## config.mk

```make
export PLATFORM = sky130hd
export DESIGN_NAME = rvc_asap_5pl_i_mem_ctrl
export DESIGN_NICKNAME = d
export VERILOG_FILES = /design/src/rtl/rvc_asap_pkg.sv /design/src/rtl/rvc_asap_5pl_i_mem_ctrl.sv
export SDC_FILE = /design/constraint.sdc
export NUM_CORES = 1
export LEC_CHECK = 0
export CAP_MARGIN = 20
export CELL_PAD_IN_SITES_DETAIL_PLACEMENT = 0
export CELL_PAD_IN_SITES_GLOBAL_PLACEMENT = 2
export CORE_UTILIZATION = 11
export DETAILED_ROUTE_END_ITERATION = 7
export GPL_TIMING_DRIVEN = 0
export PLACE_DENSITY = 0.83
export SLEW_MARGIN = 30
export SYNTH_ARGS = -nofsm -noshare
export SYNTH_HDL_FRONTEND = slang
export SYNTH_SLANG_ARGS = --single-unit
```

## constraint.sdc

```tcl
create_clock -name clock -period 2.1 [get_ports clock]
set_clock_uncertainty 0.15 [all_clocks]
set_input_delay 0.42 -clock clock [delete_from_list [all_inputs] [get_ports clock]]
set_output_delay 0.42 -clock clock [all_outputs]
set_load 0.02 [all_outputs]
```

## src/rtl/rvc_asap_pkg.sv

```systemverilog
// rvc_asap_pkg: shared types and constants for the rvc_asap 5-stage core.
package rvc_asap_pkg;

    typedef enum logic [1:0] {RUN, DRAIN, LOAD} t_i_mem_ctrl_state;

    localparam logic [31:0] I_MEM_MSB = 32'h0000_0FFF;

endpackage

```

## src/rtl/rvc_asap_5pl_i_mem_ctrl.sv

```systemverilog
// rvc_asap_5pl_i_mem_ctrl: arbitrates the single I_MEM port between the fetch stage and a loader,
// halting and draining the core before handing the port over.
module rvc_asap_5pl_i_mem_ctrl #(
    parameter bit          BOOT_LOAD = 1'b1,
    parameter logic [31:0] I_MEM_MSB = rvc_asap_pkg::I_MEM_MSB
) (
    input  logic        clock,
    input  logic        rst_n,
    input  logic        core_fetch_en,
    input  logic [31:0] core_pc,
    output logic [31:0] core_instr,
    output logic        core_instr_valid,
    output logic        core_halt,
    input  logic        ld_valid,
    output logic        ld_ready,
    input  logic        ld_we,
    input  logic [31:0] ld_addr,
    input  logic [31:0] ld_wdata,
    output logic [31:0] ld_rdata,
    output logic        ld_rvalid,
    input  logic        ld_done,
    output logic        ld_err,
    output logic [15:0] ld_wr_cnt,
    output logic [31:0] mem_addr,
    output logic        mem_rd,
    output logic        mem_wr,
    output logic [31:0] mem_wdata,
    input  logic [31:0] mem_q
);
    import rvc_asap_pkg::*;

    t_i_mem_ctrl_state state_q, state_d;
    logic        civ_q, lrv_q, err_q, err_d;
    logic [15:0] cnt_q, cnt_d;
    logic        legal, acc;

    assign legal = (ld_addr[1:0] == 2'b00) && (ld_addr <= I_MEM_MSB - 32'd3);
    assign acc   = (state_q == LOAD) && ld_valid;

    always_comb begin
        state_d  = state_q;
        mem_addr = ld_addr;
        mem_rd   = 1'b0;
        mem_wr   = 1'b0;
        case (state_q)
            RUN: begin
                mem_addr = core_pc;
                mem_rd   = core_fetch_en;
                state_d  = ld_valid ? DRAIN : RUN;
            end
            DRAIN: state_d = LOAD;
            LOAD: begin
                mem_rd  = acc && legal && !ld_we;
                mem_wr  = acc && legal && ld_we;
                state_d = ld_done ? RUN : LOAD;
            end
            default: state_d = BOOT_LOAD ? LOAD : RUN;
        endcase
        // Keep the memory quiet while reset is held, even with live requesters.
        mem_rd = mem_rd && rst_n;
        mem_wr = mem_wr && rst_n;
    end

    // An illegal access accepted alongside ld_done must not survive the release.
    assign err_d = ((state_q == LOAD) && ld_done) ? 1'b0 : (err_q || (acc && !legal));
    assign cnt_d = (mem_wr && (cnt_q != 16'hFFFF)) ? cnt_q + 16'd1 : cnt_q;

    always_ff @(posedge clock or negedge rst_n) begin
        if (!rst_n) begin
            state_q <= BOOT_LOAD ? LOAD : RUN;
            civ_q   <= 1'b0;
            lrv_q   <= 1'b0;
            err_q   <= 1'b0;
            cnt_q   <= 16'd0;
        end else begin
            state_q <= state_d;
            civ_q   <= (state_q == RUN) && mem_rd;
            lrv_q   <= (state_q == LOAD) && mem_rd;
            err_q   <= err_d;
            cnt_q   <= cnt_d;
        end
    end

    assign core_halt        = (state_q != RUN);
    assign ld_ready         = (state_q == LOAD);
    assign core_instr       = mem_q;
    assign ld_rdata         = mem_q;
    assign core_instr_valid = civ_q;
    assign ld_rvalid        = lrv_q;
    assign ld_err           = err_q;
    assign ld_wr_cnt        = cnt_q;
    assign mem_wdata        = ld_wdata;

endmodule

```

==> metrics, run 1 <==
H-tree Lvls=1; drt drc=0; Final GP Congestion=0.758; largest net degree at the start of global routing=25; worst flop-to-flop path startpoint=state_q[0]; post-synthesis cell count=224; share of cells above drive strength 1=49.7%; Initial DRC Count=26; # IOs=285; DRT Pass-1 Iters=4; Core ar.=0.0188 mm²; cts bufs inserted=3; sequential area share after synthesis=25.0%; critical path startpoint category=input pin; clk buf depth=2; Post-Syn Area=0.00211 mm²; die width=140 µm; Tcrit/Tclk final=108%; Worst-path clk slew=0.06 ns; Yosys reg bits=21; RSZ-0062 raised after global routing=true; largest family of logic cells by synthesized area=buffers and inverters; Worst Path Required=1.53 ns; Post-DP HPWL=7230 µm; vias post-DR=2477; post-DR vias/cell=3.46; initial core utilization=11.2%; Worst-Skew Late Latency=0.25 ns; CTS tree=built; failing checks=negative setup slack; Synth Area in XOR/XNOR=5.82%; crit path from=ld_addr[27]; dpl cells=678; Fin Hold WS=0.0227 ns; first-pass GRT wire length=12700 µm; fin nets=617; final instance count without filler cells=715; Total Neg Setup Slack=-2.15 ns; antenna fix cells=0; die area=0.0197 mm²; power per cell area=481 mW/mm²; status=finished with violations; antenna violations before repair=0; CTS root buf=clkbuf_16; Detail Route Antenna Nets=0; final max-slew violation count=0; Max Cap Violations=0; crit path to=mem_rd; FF-to-FF path depth=12; terminus of the critical flop-to-flop path=ld_rvalid; Synth Warn #=0; achievable frequency=0.440 GHz; vias in the first global route=2553; worst hold path class=in2async; Layout Area Growth over Synthesis=148%; Worst-Margin Slew=0.977 ns; die height=140 µm; Unique masters post-synth=28; port buffer count=220; Final setup viols=34; crit path max fanout=2; crit path time final=2.27 ns; Data arrival, critical path=1.70 ns; dpl ws=-1.49 ns; Post-Syn Area per Cell=9.41 µm²; post-synthesis simple-gate area fraction=13.3%; Crit Path Class=in2out; Rows=50; drt wl/cell=12.5 µm; Tot GR Track Use=8.13%; Synth Area in Compound Gates=1.54%; total grt overflow=0; adder-cell share of the synthesized area=0.593%; P_leak=2.33 nW; clock sinks=21; mux contribution to synthesized area=17.6%; nature of the critical path endpoint=primary output; worst rel slew slack=34.7%; post-route setup slack=-0.171 ns; syn_nets=359; peak supply drop=248 µV; flop-to-flop setup slack=0 ns; Final Hold Fails=0; Detailed Route WL=8960 µm
per-layer routing:
metal | global-route usage [%] | routed length [µm] | vias up
met2 | 17.6 | 5180 | 153
met5 | 0 | 0 | -
met1 | 8.21 | 3150 | 1134
li1 | - | - | 1188
met3 | 1.23 | 609 | 2
met4 | 0.752 | 26 | 0
report_power, final:
part | internal [mW] | total [mW] | switching, mW
combinational | 0.983 | 1.67 | 0.691
clock | 0.256 | 0.403 | 0.147
sequential | 0.427 | 0.443 | 0.0159
total | 1.67 | 2.52 | 0.854
worst max-delay path, cell delays in order:
cell	delay, ns
buf_2	0.12
nor4_4	0.27
nand4_1	0.22
or2_4	0.31
nor2_4	0.11
or2_1	0.13
buf_6	0.12
registers in the layout, indices dropped and copies added (netlist names):
name,count
ld_err,1
ld_wr_cnt,16
state_q,2
core_instr_valid,1
ld_rvalid,1
cell usage after synthesis:
library cell / instances / area (µm²)
dfstp_2: 1 / 26.3
dfrtp_1: 20 / 500
and3_1: 5 / 31.3
mux2_2: 23 / 259
clkbuf_1: 5 / 18.8
and2_1: 2 / 12.5
a21oi_1: 2 / 10.0
and2b_1: 1 / 7.51
inv_1: 3 / 11.3
nor4_1: 6 / 37.5
buf_6: 1 / 11.3
a21o_1: 1 / 7.51
xor2_1: 1 / 8.76
buf_4: 96 / 721
or2_1: 2 / 12.5
nor4_4: 1 / 21.3
ha_1: 1 / 12.5
nor3_1: 1 / 5.00
nand2_1: 3 / 11.3
and4_1: 2 / 17.5
nand4_1: 12 / 75.1
nor2_1: 4 / 15.0
a41oi_1: 1 / 8.76
xnor2_1: 13 / 114
nand3_1: 5 / 25.0
a31oi_1: 1 / 6.26
mux2_1: 10 / 113
nand4b_1: 1 / 8.76
how the worst min path moves through the flow:
stage | from | endpoint | slack, ns
3_5_place_dp | rst_n | ld_wr_cnt[0] | 0.28
4_1_cts | rst_n | ld_wr_cnt[0] | 0.01
5_1_grt | rst_n | state_q[1] | 0.03
2_1_floorplan | rst_n | core_instr_valid | -0.03
6_report | rst_n | state_q[1] | 0.02
3_3_place_gp | state_q[0] | state_q[1] | 0.30
cell usage in the layout, fill, tap and decap left out, types with 3 or more instances in the layout:
master,instances
mux2_4,12
nor4_4,6
xnor2_1,13
clkdlybuf4s50_1,161
clkbuf_16,6
mux2_2,21
inv_1,3
clkbuf_2,3
buf_4,111
buf_2,10
dlygate4sd2_1,4
buf_8,3
nand4_1,12
buf_6,51
and3_1,5
nand3_1,3
dfrtp_1,20
kinds of logic (layout without fill, tap and decap cells):
family	count (synthesis)	after routing
adder cells (fa/ha/maj)	1	1
buffers and inverters	105	362
AO/OA/AOI/OAI	5	5
AND/OR/NAND/NOR	45	45
flip-flops	21	21
XOR/XNOR	14	14
multiplexers	33	33
through the flow:
step | cell area, µm² | total power [mW] | utilization [%]
finish | 5240 | 2.52 | 27.9
global route | 5240 | 2.63 | 27.9
CTS | 5090 | 2.42 | 27.1
detailed placement | 4600 | 1.79 | 24.5
global placement | 4610 | 1.79 | 24.6
floorplan | 2110 | 1.14 | -
timing repair:
| action | in CTS | in global routing |
|---|---|---|
| setup buffers | 28 | 4 |
| hold endpoints to repair | 0 | 20 |
| hold buffers | 0 | 1 |
| pin swaps | 20 | 12 |
| cloned | 3 | 1 |
| endpoints found under the setup margin | 54 | 49 |
| gates resized for setup | 305 | 50 |
cell type report:
type | count | area (µm²)
sequential | 21 | 527
clock buffer | 3 | 75.1
timing repair buffer | 254 | 2560
clock inverter | 1 | 5.00
fill | 1963 | 13500
tap | 234 | 293
inverter | 3 | 11.3
buffer | 101 | 779
multi-input combinational | 98 | 988
(Power assumes the default switching activity.)
==> run 2, diff against run 1 <==
--- a/config.mk
+++ b/config.mk
@@ -5,13 +5,14 @@
 export SDC_FILE = /design/constraint.sdc
 export NUM_CORES = 1
 export LEC_CHECK = 0
+export ABC_AREA = 1
 export CAP_MARGIN = 20
 export CELL_PAD_IN_SITES_DETAIL_PLACEMENT = 0
 export CELL_PAD_IN_SITES_GLOBAL_PLACEMENT = 2
-export CORE_UTILIZATION = 11
+export CORE_UTILIZATION = 12
 export DETAILED_ROUTE_END_ITERATION = 7
 export GPL_TIMING_DRIVEN = 0
-export PLACE_DENSITY = 0.83
+export PLACE_DENSITY = 0.84
 export SLEW_MARGIN = 30
 export SYNTH_ARGS = -nofsm -noshare
 export SYNTH_HDL_FRONTEND = slang
==> metrics, run 2 <==
Synth Warn #=0; max reg flops=16; crit path max fanout=4; largest net degree at the start of global routing=26; antenna fix cells=0; Detail Route Antenna Nets=0; Post-DP HPWL=8610 µm; antenna violations before repair=0; Post-synth EDFFs=0; nature of the critical path endpoint=primary output; sequential area share after synthesis=20.4%; Tcrit/Tclk final=103%; die area=0.0221 mm²; RSZ-0062 raised after global routing=true; failing checks=negative setup slack; Post-Syn Area per Cell=6.56 µm²; Detailed Route WL=10800 µm; largest cells by area after synthesis=buf_4 28%, nand2_1 22%, dfrtp_1 19%, nand4_1 4.6%, nor2_1 4.1%; achievable frequency=0.464 GHz; fraction of registers with async set/reset=100%; Layout Area Growth over Synthesis=116%; Unique masters post-synth=28; Worst-Skew Late Latency=0.26 ns; Rows=53; total grt overflow=0; clk buf depth=2; port buffer count=220; commonest non-fill, non-tap cell in the layout=clkdlybuf4s50_1; Worst-path clk slew=0.06 ns; Core ar.=0.0210 mm²; die width=149 µm; vias post-DR=3181; Fin Hold WS=0.0654 ns; dpl ws=-1.03 ns; # fillers=2276; Final Hold Fails=0; Worst-Margin Slew=0.550 ns; Tot GR Track Use=8.75%; die height=149 µm; final instance count without filler cells=913; drt drc=0; Crit Path Class=reg2out; initial core utilization=12.3%; # IOs=285; largest area contributor in the netlist=buf_4; post-synthesis cell count=393; Final setup viols=7; post-DR vias/cell=3.48; Data arrival, critical path=1.58 ns; Final GP Congestion=0.754; Post-Syn Area=0.00258 mm²; dpl cells=888; Yosys reg bits=21; Finished Core Util=26.4%; clock sinks=21; first-pass GRT wire length=15100 µm; power per cell area=474 mW/mm²; syn_nets=528; DRT Pass-1 Iters=4; crit path time final=2.15 ns; most frequent cells in the layout=160 x clkdlybuf4s50_1, 118 x nand2_1, 114 x buf_4; critical path startpoint category=register; Synth top area share=28.0%; worst rel slew slack=63.3%; status=finished with violations; CTS tree=built; Max Cap Violations=0; worst hold path class=in2async; CTS root buf=clkbuf_16; fin nets=774; cts bufs inserted=3; peak supply drop=207 µV; most frequent cell after synthesis=nand2_1; synth cell count leaders=149 x nand2_1, 96 x buf_4, 28 x nor2_1; final max-slew violation count=0; drt wl/cell=11.8 µm; Initial DRC Count=55; P_leak=2.64 nW; top_reg_cell synth=dfrtp_1; share of cells above drive strength 1=36.7%; vias in the first global route=2935; post-route setup slack=-0.0547 ns; Total Neg Setup Slack=-0.197 ns; Worst Path Required=1.53 ns; H-tree Lvls=1
-- run 2: changes by cell type in the layout (fill, tap and decap cells not counted), moves of 7 or more --
cell and delta:
buf_6 -29, clkdlybuf4s15_1 +9, dlygate4sd2_1 +7, inv_1 +14, mux2_2 -21, mux2_4 -12, nand2_1 +116, nand2_2 +27
nand2_4 +12, nand4_1 +7, nor2_1 +22, xnor2_1 -11
-- run 2: stage by stage --
| step | total power [mW] | area [µm²] |
|---|---|---|
| final | 2.63 | 5550 |
| after global routing | 2.78 | 5550 |
| after CTS | 2.53 | 5340 |
| after detailed placement | 2.01 | 5120 |
| after global placement | 2.01 | 5120 |
| after floorplan | 1.21 | 2580 |
-- run 2: critical path, stage by stage, from the launching register on --
cell and delay, ns:
dfstp_2 0.59, nor2_4 0.08, buf_6 0.12, buf_4 0.13
nand2_2 0.08, o21ai_2 0.07, nand2_1 0.08, inv_1 0.05
buf_6 0.12
-- run 2: logic make-up (layout without fill, tap and decap cells) --
logic type                 after synthesis  count (layout)  share of synthesized area, %
buffers and inverters                  127             372                          33.0
AOI/OAI and AO/OA                        8               8                          1.55
xor gates and xnor gates                 7               7                          2.38
adders and majority gates                1               1                         0.486
DFF                                     21              21                          20.4
and+or+nand+nor                        229             229                          42.2
-- run 2: final cells by class --
class | instances | area, µm² | area share, %
tap | 275 | 344 | 6.20
multi-input combinational | 245 | 1360 | 24.5
buffer | 103 | 822 | 14.8
clock buffer | 4 | 78.8 | 1.42
sequential | 21 | 527 | 9.49
inverter | 22 | 87.6 | 1.58
timing repair buffer | 243 | 2330 | 42.0
-- run 2: final timing paths --
path	start	endpoint	slack, ns	depth (start not counted)
setup / recovery	state_q[1]	mem_rd	-0.05	8
hold / removal	rst_n	ld_wr_cnt[13]	0.07	2
setup reg to reg	ld_wr_cnt[0]	ld_wr_cnt[10]	0.19	8
hold reg to reg	ld_wr_cnt[15]	ld_wr_cnt[15]	0.39	2
max in group asynchronous	rst_n	state_q[0]	1.59	2
min in group clock	ld_valid	state_q[0]	0.29	3
-- run 2: metal layers --
layer  track usage [%]  wire length [µm]  up-vias
met5                 0                 0        -
met4              1.55                63        0
met3              2.48              1120        4
met2              16.6              5490      163
met1              9.60              4110     1397
li1                  -                 -     1617
-- run 2: repair_timing --
item	in CTS	in global routing
hold buffers	0	1
cloned	1	0
resized for setup	226	74
hold endpoints to repair	0	20
buffers inserted	16	5
pin swaps	29	25
setup endpoints to repair	36	28
-- run 2: report_power, final --
group	internal (mW)	leakage (nW)	switching, mW
Clock	0.259	0.0382	0.159
Sequential	0.428	0.286	0.0179
Combinational	0.882	2.32	0.883
==> run 3, diff against run 2 <==
--- a/config.mk
+++ b/config.mk
@@ -12,7 +12,7 @@
 export CORE_UTILIZATION = 12
 export DETAILED_ROUTE_END_ITERATION = 7
 export GPL_TIMING_DRIVEN = 0
-export PLACE_DENSITY = 0.84
+export PLACE_DENSITY_LB_ADDON = 0.1
 export SLEW_MARGIN = 30
 export SYNTH_ARGS = -nofsm -noshare
 export SYNTH_HDL_FRONTEND = slang
==> metrics, run 3 (synthesized netlist as in run 2, its figures left out) <==
drt drc=0; Rows=53; most frequent cells in the layout=160 x clkdlybuf4s50_1, 130 x nand2_1, 127 x buf_4; critical path startpoint category=register; worst rel slew slack=64.9%; Sequential Power Share=17.0%; switching power=1.05 mW; achievable frequency=0.474 GHz; worst hold path class=in2async; CTS root buf=clkbuf_16; die width=149 µm; failing checks=negative setup slack; status=finished with violations; dpl ws=-0.942 ns; initial core utilization=12.3%; DRT Pass-1 Iters=5; Tcrit/Tclk final=100%; max reg flops=16; post-route setup slack=-0.00996 ns; final max-slew violation count=0; clock sinks=21; Worst-path clk slew=0.06 ns; vias post-DR=3199; final std cell area, no fill=0.00551 mm²; total grt overflow=0; post-DR vias/cell=3.50; fin nets=774; Fin Hold WS=0.0740 ns; Final GP Congestion=0.776; Pint=1.57 mW; vias in the first global route=2883; largest net degree at the start of global routing=26; clk buf depth=2; Layout Area Growth over Synthesis=114%; port buffer count=220; Worst-Margin Slew=0.522 ns; Max Cap Violations=0; # IOs=285; Post-DP HPWL=9660 µm; cts bufs inserted=3; Tot GR Track Use=9.73%; antenna violations before repair=2; Detail Route Antenna Nets=0; RSZ-0062 raised after global routing=true; peak supply drop=243 µV; crit path time final=2.11 ns; die height=149 µm; share of cells above drive strength 1=34.5%; die area=0.0221 mm²; Core ar.=0.0210 mm²; H-tree Lvls=1; flop-to-flop setup slack=0.22 ns; Final Hold Fails=0; Worst Path Required=1.53 ns; first-pass GRT wire length=16700 µm; crit path max fanout=3; Worst-Skew Late Latency=0.26 ns; P_leak=2.62 nW; Final setup viols=1; Crit Path Class=reg2out; Placed Area=0.00512 mm²; clock power share=16.0%; sw frac=40.2%; Data arrival, critical path=1.54 ns; commonest non-fill, non-tap cell in the layout=clkdlybuf4s50_1; Detailed Route WL=11900 µm; Total Neg Setup Slack=-0.00996 ns; nature of the critical path endpoint=primary output; drt wl/cell=13.1 µm; total power=2.62 mW; CTS tree=built; Comb pwr share=67.0%; power per cell area=475 mW/mm²; Initial DRC Count=91
-- run 3: cell types whose count changed in the layout (fill, tap and decap cells not counted), moves of 2 or more --
| cell | change |
|---|---|
| buf_4 | +13 |
| buf_2 | -12 |
| nand2_1 | +12 |
| nand2_4 | -9 |
| dlygate4sd2_1 | +6 |
| buf_6 | -4 |
| clkdlybuf4s15_1 | -4 |
| nand2_2 | -3 |
| nor2_1 | +3 |
| nor2_2 | -3 |
| inv_2 | +2 |
| inv_4 | -2 |
-- run 3: repair_timing --
| action | CTS | global route |
|---|---|---|
| gates resized for setup | 218 | 60 |
| buffers inserted | 13 | 5 |
| endpoints found under the setup margin | 36 | 37 |
| gates cloned | 1 | 2 |
| pin swaps | 24 | 23 |
| hold buffers | 0 | 1 |
| hold endpoints to repair | 0 | 20 |
-- run 3: routing by layer --
layer / share of wire, % / vias to the layer above / global-route usage [%]
met1: 44 / 1416 / 12.6
met2: 48 / 153 / 16.9
met4: 0.39 / 2 / 1.24
met3: 6.9 / 6 / 1.87
met5: 0.11 / - / 0
li1: - / 1622 / -
-- run 3: worst max-delay path, stage by stage (launching register included) --
cell and delay, ns:
dfstp_2 0.59, nand2_4 0.07, nor2_4 0.12, nand4_4 0.13, o21ai_2 0.14, nand2_2 0.08, inv_2 0.05, buf_6 0.11
-- run 3: path summary, 6_finish.rpt --
| check | endpoint | depth (start not counted) | from |
|---|---|---|---|
| max reg2reg | ld_wr_cnt[10] | 9 | ld_wr_cnt[0] |
| min in group clock | ld_err | 2 | ld_err |
| max in group asynchronous | ld_wr_cnt[0] | 2 | rst_n |
| min | ld_wr_cnt[11] | 2 | rst_n |
| max | mem_rd | 7 | state_q[1] |
| min reg2reg | ld_err | 2 | ld_err |
-- run 3: area by class of cell --
type,count,area (µm²)
inverters,22,95.1
repair buffers,242,2350
fillers,2350,15500
diodes,1,2.50
well taps,275,344
clock buffers,3,75.1
clock inverters,1,5.00
multi-input cells,245,1280
plain buffers,104,837
flip-flops and latches,21,528
-- run 3: stage by stage --
stage          instances  util [%]
2_1_floorplan        393         -
6_report             914      26.2
4_1_cts              906      25.3
5_1_grt              913      26.2
3_3_place_gp         888      24.4
3_5_place_dp         888      24.3
-- run 3: power groups by stage --
stage	logic [mW]	clock network (mW)	registers, mW
floorplan	0.752	0	0.460
global placement	1.58	0	0.447
detailed placement	1.57	0	0.447
CTS	1.64	0.446	0.443
global route	1.88	0.456	0.448
finish	1.75	0.420	0.444
